File: src/rtl/uart_cmd_scheduler_pkg.sv
// Shared definitions for the UART command scheduler: opcodes, FSM states and
// status byte layout.
package uart_cmd_scheduler_pkg;

  typedef enum logic [2:0] {
    OP_NOP    = 3'd0,
    OP_DIV_LO = 3'd1,
    OP_DIV_HI = 3'd2,
    OP_SEND   = 3'd3,
    OP_RECV   = 3'd4,
    OP_STATUS = 3'd5,
    OP_RESET  = 3'd6,
    OP_RSVD   = 3'd7
  } cmd_op_e;

  typedef enum logic [2:0] {
    ST_IDLE,
    ST_TX_WAIT,
    ST_RX_WAIT,
    ST_RSP,
    ST_RST_PULSE
  } state_e;

  localparam int STAT_ERR = 7;
  localparam int STAT_TMO = 6;
  localparam int STAT_OVR = 5;

  // Bits 4:2 are reserved and always read as zero.
  function automatic logic [7:0] pack_status(input logic err, input logic tmo,
                                             input logic ovr, input logic [1:0] div_top);
    logic [7:0] s;
    s           = '0;
    s[STAT_ERR] = err;
    s[STAT_TMO] = tmo;
    s[STAT_OVR] = ovr;
    s[1:0]      = div_top;
    return s;
  endfunction

endpackage

File: src/rtl/uart_sched_timeout.sv
// Loadable 16-bit down-counter; terminal is high while the count sits at zero.
module uart_sched_timeout (
  input  logic        clk,
  input  logic        reset,
  input  logic        load,
  input  logic [15:0] load_value,
  input  logic        enable,
  output logic        terminal
);

  logic [15:0] count;

  assign terminal = (count == 16'd0);

  always_ff @(posedge clk) begin
    if (reset) begin
      count <= 16'd0;
    end else if (load) begin
      count <= load_value;
    end else if (enable && !terminal) begin
      count <= count - 16'd1;
    end
  end

endmodule

File: src/rtl/uart_cmd_scheduler.sv
// Command scheduler in front of a UART: programs the baud divisor, sends and
// receives single bytes, reports sticky status and requests a system reset.
module uart_cmd_scheduler
  import uart_cmd_scheduler_pkg::*;
#(
  parameter logic [11:0] DIV_RESET  = 12'd104,
  parameter logic [15:0] RX_TIMEOUT = 16'd50000,
  parameter int          RST_PULSE  = 4
) (
  input  logic        clk,
  input  logic        reset,
  input  logic        cmd_valid,
  output logic        cmd_ready,
  input  logic [2:0]  cmd_op,
  input  logic [7:0]  cmd_data,
  output logic        tx_valid,
  output logic [7:0]  tx_data,
  input  logic        tx_ready,
  input  logic        rx_valid,
  input  logic [7:0]  rx_data,
  output logic        rx_ready,
  output logic [11:0] baud_div,
  output logic        baud_load,
  output logic        rsp_valid,
  output logic [7:0]  rsp_data,
  input  logic        rsp_ready,
  output logic        reset_strobe,
  output logic        busy
);

  // The timer counts the remaining cycles of the current wait state, so the
  // load values are one less than the number of cycles spent there.
  localparam logic [15:0] RX_LOAD  = RX_TIMEOUT - 16'd1;
  localparam logic [15:0] RST_LOAD = 16'(RST_PULSE - 1);

  state_e      state, next_state;
  cmd_op_e     op;
  logic        accept;
  logic [7:0]  div_lo_shadow;
  logic [11:0] new_div;
  logic        err, tmo, ovr;
  logic        rx_en;
  logic        timer_load, timer_enable, timer_terminal;
  logic [15:0] timer_load_value;

  assign op           = cmd_op_e'(cmd_op);
  assign accept       = cmd_valid && (state == ST_IDLE);
  assign new_div      = {cmd_data[3:0], div_lo_shadow};
  assign cmd_ready    = (state == ST_IDLE);
  assign busy         = (state != ST_IDLE);
  assign tx_valid     = (state == ST_TX_WAIT);
  assign rsp_valid    = (state == ST_RSP);
  assign reset_strobe = (state == ST_RST_PULSE);
  assign rx_ready     = rx_en;

  uart_sched_timeout u_timeout (
    .clk        (clk),
    .reset      (reset),
    .load       (timer_load),
    .load_value (timer_load_value),
    .enable     (timer_enable),
    .terminal   (timer_terminal)
  );

  always_ff @(posedge clk) begin
    if (reset) state <= ST_IDLE;
    else       state <= next_state;
  end

  always_comb begin
    next_state       = state;
    timer_load       = 1'b0;
    timer_load_value = RX_LOAD;
    timer_enable     = 1'b0;
    case (state)
      ST_IDLE: begin
        if (accept) begin
          case (op)
            OP_SEND:   next_state = ST_TX_WAIT;
            OP_STATUS: next_state = ST_RSP;
            OP_RECV: begin
              next_state = ST_RX_WAIT;
              timer_load = 1'b1;
            end
            OP_RESET: begin
              next_state       = ST_RST_PULSE;
              timer_load       = 1'b1;
              timer_load_value = RST_LOAD;
            end
            default: next_state = ST_IDLE;
          endcase
        end
      end
      ST_TX_WAIT: if (tx_ready) next_state = ST_IDLE;
      ST_RX_WAIT: begin
        timer_enable = 1'b1;
        if (rx_valid || timer_terminal) next_state = ST_RSP;
      end
      ST_RSP: if (rsp_ready) next_state = ST_IDLE;
      ST_RST_PULSE: begin
        timer_enable = 1'b1;
        if (timer_terminal) next_state = ST_IDLE;
      end
      default: next_state = ST_IDLE;
    endcase
  end

  // A byte arriving in the same cycle as a STATUS read is a new event, so the
  // overrun set below is ordered after the clear and survives it.
  always_ff @(posedge clk) begin
    if (reset) begin
      baud_div      <= DIV_RESET;
      baud_load     <= 1'b0;
      div_lo_shadow <= 8'd0;
      tx_data       <= 8'd0;
      rsp_data      <= 8'd0;
      err           <= 1'b0;
      tmo           <= 1'b0;
      ovr           <= 1'b0;
      rx_en         <= 1'b0;
    end else begin
      rx_en     <= 1'b1;
      baud_load <= 1'b0;
      if (accept) begin
        case (op)
          OP_DIV_LO: div_lo_shadow <= cmd_data;
          OP_DIV_HI: begin
            if (new_div != 12'd0) begin
              baud_div  <= new_div;
              baud_load <= 1'b1;
            end else begin
              err <= 1'b1;
            end
          end
          OP_SEND: tx_data <= cmd_data;
          OP_STATUS: begin
            rsp_data <= pack_status(err, tmo, ovr, baud_div[11:10]);
            err      <= 1'b0;
            tmo      <= 1'b0;
            ovr      <= 1'b0;
          end
          OP_RSVD: err <= 1'b1;
          default: ;
        endcase
      end
      if (state == ST_RX_WAIT) begin
        if (rx_valid) begin
          rsp_data <= rx_data;
        end else if (timer_terminal) begin
          rsp_data <= 8'h00;
          tmo      <= 1'b1;
        end
      end
      if (rx_valid && rx_en && (state != ST_RX_WAIT)) ovr <= 1'b1;
    end
  end

endmodule

File: config.mk
export PLATFORM = sky130hd
export DESIGN_NAME = uart_cmd_scheduler
export DESIGN_NICKNAME = d
export VERILOG_FILES = /design/src/rtl/uart_cmd_scheduler_pkg.sv /design/src/rtl/uart_sched_timeout.sv /design/src/rtl/uart_cmd_scheduler.sv
export SDC_FILE = /design/constraint.sdc
export NUM_CORES = 1
export LEC_CHECK = 0
export CORE_MARGIN = 10
export CORE_UTILIZATION = 35
export DETAILED_ROUTE_END_ITERATION = 12
export DONT_BUFFER_PORTS = 1
export HOLD_SLACK_MARGIN = 0.15
export MAX_ROUTING_LAYER = met4
export PLACE_DENSITY_LB_ADDON = 0.1
export SLEW_MARGIN = 5
export SYNTH_ARGS = -nofsm -noshare
export SYNTH_HDL_FRONTEND = slang
export SYNTH_SLANG_ARGS = --single-unit
export TNS_END_PERCENT = 10
File: constraint.sdc
create_clock -name clk -period 2.55 [get_ports clk]
set_input_delay 0.255 -clock clk [delete_from_list [all_inputs] [get_ports clk]]
set_output_delay 0.255 -clock clk [all_outputs]
set_load 0.05 [all_outputs]
== Yosys cells after proc, flatten, opt, wreduce, memory -nomap -nowiden ==
Cells that the tools add are included.
Cells by class
  $add $sub $neg: 1
  $mul: 0
  div/mod/pow operators: 0
  order comparisons: 0
  equal/unequal tests: 18
  shift-type cells: 0
  multiplexer cells: 33
  bitwise operators: 2
  reductions and logical operators: 23
Operators with widths (count)
  $mux W16: 5
  $mux W8: 5
  $logic_not A16 Y1: 1
  $sub A16 B1 Y16 const B: 1
  $eq A3 B3 Y1 const B: 5
  $mux W1: 15
  $mux W3: 5
  $pmux W3 S5: 1
  $eq A3 B2 Y1 const B: 4
  $pmux W3 S4: 1
  $reduce_bool A12 Y1: 1
  $ne A2 B1 Y1 const B: 4
  $eq A3 B1 Y1 const B: 2
  $reduce_and A2 Y1: 3
  $reduce_and A3 Y1: 2
  $reduce_bool A2 Y1: 3
  $reduce_bool A3 Y1: 2
  $reduce_and A5 Y1: 1
  $logic_and A1 B1 Y1: 4
  $ne A2 B2 Y1 const B: 2
  $reduce_or A2 Y1: 2
  $logic_not A3 Y1: 1
  $ne A3 B2 Y1 const B: 1
  $pmux W1 S3: 1
  4 further kinds: 5
Word-level totals
  bits in registers: 60
  bits in latches: 0
  bits in writable memories: 0
  ROM bits: 0
  output and inout port bits: 35
  memories kept: 0

== Logic depth before layout (Yosys ltp) ==
  word-level depth: 6
  depth in mapped cells: 8

== Modules after synthesis ==
A second synthesis with hierarchy kept.
Second synthesis, totals
  cells, all modules: 309
  area total of the unflattened synthesis: 2857.7 um2
By module, submodules not included
  uart_cmd_scheduler: instances 1, cells each 195, area each 1913.1 um2
  uart_sched_timeout: instances 1, cells each 114, area each 944.7 um2

== Least setup slack after synthesis ==
No wires, ideal clock.
  kind: flip-flop to output port
  start: reg state[2]
  end: out busy
  data arrival time: 2223 ps
  required time: 2295 ps
  path slack: 72 ps
  cell stages (with the launch flop): 4
  path buffers: 1
  cells stage by stage: dfxtp_1 buf_4 nor3_1 inv_1
On the way
  longest elaborated chain between the ends: 1
Ends and longest elaborated chain
  start, declared: line uart_cmd_scheduler.sv:36  | state_e state, next_state;
  start signal, assigned: line uart_cmd_scheduler.sv:67  | else state <= next_state;
  $reduce_bool A3 Y1: line uart_cmd_scheduler.sv:50  | assign busy = (state != ST_IDLE);
  end, declared: line uart_cmd_scheduler.sv:28  | output logic busy
No other way between the ends.

== Worst setup path in the final report ==
  start: reg state[0]
  end: reg baud_div[11]
On the way
  longest elaborated chain between the ends: 3
Ends and longest elaborated chain
  $logic_not A3 Y1: line uart_cmd_scheduler.sv:47  | assign accept = cmd_valid && (state == ST_IDLE);
  $logic_and A1 B1 Y1: line uart_cmd_scheduler.sv:47
  $reduce_and A3 Y1 (no source line)
  end signal, assigned: line uart_cmd_scheduler.sv:129  | baud_div <= new_div;
  end, declared: line uart_cmd_scheduler.sv:22  | output logic [11:0] baud_div,
No other way between the ends.
A chain may end at the register's enable or synchronous reset.

==> results.yml <==
timing:
  skew_ns: 0.0125
  layout_worst_path_cycle_share_pct: 90.0
  setup-violations-final: 0
  hold_viol: 0
  fin_tns_setup_ns: 0
  drv_slew: 0
  worst_slew_pin_slew_ns: 0.655
  rsz0062_at_grt: "no"
  max_freq_mhz: 436
  maxSlewHeadroom_pct: 56.3
  period_minus_slack_ns: 2.30
floorplan:
  io_pins: 60
  start_util_pct: 35.8
  core-area_um2: 8180
  die_area_um2: 12400
  die_h_um: 111
  die_x_um: 111
  row_count: 33
global_route:
  antenna_found_initial: 0
  grt_pass1_wl_mm: 14.0
  grt_max_degree: 44
  grt_pass1_vias: 2581
  grt_overflow_total: 0
  grt_usage_pct: 14.0
yosys:
  synth_area_leaders: "dfxtp_1, mux2i_1, a21oi_1"
  synth.cell_area_um2: 2930
  async_reset_ff_share_pct: 0
  syn_area_per_cell_um2: 8.92
  ys_ff_latch: 60
  synth_cell_types: 60
  synth_top_area_share_pct: 41.1
  yosys_warnings: 0
  synthCells: 328
  ys_dominant_reg_cell: "dfxtp_1"
  yosysSeqAreaShare_pct: 41.1
  synth_edf_count: 0
  netlist.top_cell.by_area: "dfxtp_1"
  syn_nets: 354
layout:
  mostFrequentLayoutCell: "dfxtp_1"
  register_area_um2: 1200
  final_cell_mix: "dfxtp_1, nor2_1, a21oi_1"
  multi_input_area_um2: 1600
  area_growth_pct: 18.8
  nFillCells: 852
  antenna_cells: 0
  nNetsFinal: 376
  layout-drive-gt1-share_pct: 11.8
  instances_no_fill: 460
pwr:
  p_clk_share_pct: 34.3
  p_leak_uw: 0.00131
  switching_share_pct: 35.3
  power.switching_uw: 907
  power_density_nw_per_um2: 740
  comb_power_share_pct: 23.9
  seqPwrFrac_pct: 41.8
  peakVddDrop_mv: 0.268
  p_int_uw: 1660
drt:
  vias: 2638
  routedWlPerCell_um: 18.6
  drc: 0
  dr.pass1.iters: 4
  via_per_inst: 5.73
  wl_mm: 8.57
  drtIter0Drc: 132
  ant_nets: 0
setup_path:
  arrival_ns: 2.53
  required_ns: 2.79
  end_kind: "register"
  worstPathMaxFanout: 13
  path_class: "register to register"
  worstSetupStartpointType: "register"
clocking:
  cts_tree: "yes"
  clkTransAtPathRegs_ns: 0.08
  h-tree-depth: 3
  insertion_delay_ns: 0.35
  cts.sinks: 60
  cts_buffers: 9
  cts_root_buf: "clkbuf_8"
  ctsLongestPathBuffers: 2
place:
  hpwl_mm: 5.92
  gp_congestion: 0.781
  placedCellCount: 422
  numPortBuffers: 0
status:
  status: "finished, final reports clean"
hold_path:
  hp-class: "primary input to register"
run:
  drv_cap: 0
[final timing paths]
| kind | startpoint | to | slack, ns | cells after the start |
|---|---|---|---|---|
| worst max-delay path | state[0]$_SDFFE_PP0P_ | baud_div[11]$_SDFFE_PP0P_ | 0.25 | 5 |
| worst min-delay path | rx_data[1] | rsp_data[1]$_SDFF_PP0_ | 0.16 | 2 |
| worst max register to register | state[0]$_SDFFE_PP0P_ | baud_div[11]$_SDFFE_PP0P_ | 0.25 | 5 |
| worst min register to register | err$_SDFFE_PP0P_ | err$_SDFFE_PP0P_ | 0.49 | 1 |
[metal layers]
metal | up-vias | GRT usage (%) | wire (um)
met5 | - | - | 0
met4 | 0 | 5.06 | 99
met3 | 10 | 4.19 | 631
met2 | 77 | 20.7 | 3880
met1 | 1242 | 17.5 | 3960
li1 | 1309 | - | -
[kinds of logic (layout without fill, tap and decap cells)]
kind of cell	count (synthesis)	in the layout	share of synthesized area [%]
simple gates	128	128	25.7
compound gates	88	88	20.5
flops	60	60	41.1
buf+inv	31	58	4.88
mux	17	17	5.86
xor+xnor	3	3	1.54
fa+ha+maj	1	1	0.428
[stage by stage]
step / area (um2) / power (uW) / setup slack (ns) / hold slack (ns) / util, %
2_1_floorplan: 2930 / 1520 / 0.0716 / 0.377 / -
6_report: 3480 / 2570 / 0.255 / 0.157 / 42.5
5_1_grt: 3480 / 2710 / 0.0831 / 0.162 / 42.5
3_5_place_dp: 3050 / 1660 / 0.383 / 0.335 / 37.3
4_1_cts: 3470 / 2590 / 0.263 / 0.151 / 42.4
3_3_place_gp: 3050 / 1660 / 0.455 / 0.333 / 37.3
[sequential cells by signal, indices dropped and copies added, names as in the netlist, 3 cells and up]
name             flops
rsp_data             8
baud_div            12
state                3
div_lo_shadow        8
tx_data              8
u_timeout.count     16
[power groups by stage]
stage | registers (uW) | logic, uW | clock network (uW)
final | 1070 | 615 | 881
after global routing | 1080 | 678 | 951
after CTS | 1070 | 611 | 903
after detailed placement | 1090 | 565 | 0
after global placement | 1090 | 567 | 0
after floorplan | 1080 | 447 | 0
[area by class of cell]
cell class                 count  area share, %
multi-input combinational    237           45.9
inverter                       9          0.972
sequential                    60           34.6
timing repair buffer          33           9.00
clock inverter                 7           2.20
tap                          105           3.78
clock buffer                   9           3.56
[timing repair]
action | 4_1_cts | 5_1_grt
buffers inserted | 0 | 0
endpoints found under the setup margin | 0 | 0
resized for setup | 0 | 0
hold endpoints to repair | 47 | 1
hold buffers | 21 | 1
[critical path, stage by stage (launching register included)]
cell and delay, ns:
dfxtp_1 0.42, nor4b_2 0.51, nand2_1 0.37, o21ai_0 0.25, a21oi_1 0.09, dlygate4sd3_1 0.55
[synthesized netlist by cell type, drive strengths merged (3+ instances only)]
cell type,count
nor2,30
or4,8
and3,6
a31oi,5
buf,10
nand2,13
nor4,9
inv,8
a221oi,11
a21oi,23
clkbuf,12
nor3,15
o211ai,3
nand3,18
a32o,3
dfxtp,60
nand4b,3
o21ai,15
nor3b,4
a211oi,3
a21o,4
mux2i,16
o31ai,5
nand4,5
or3,3
Note: power is estimated with default switching activity, not from simulation.
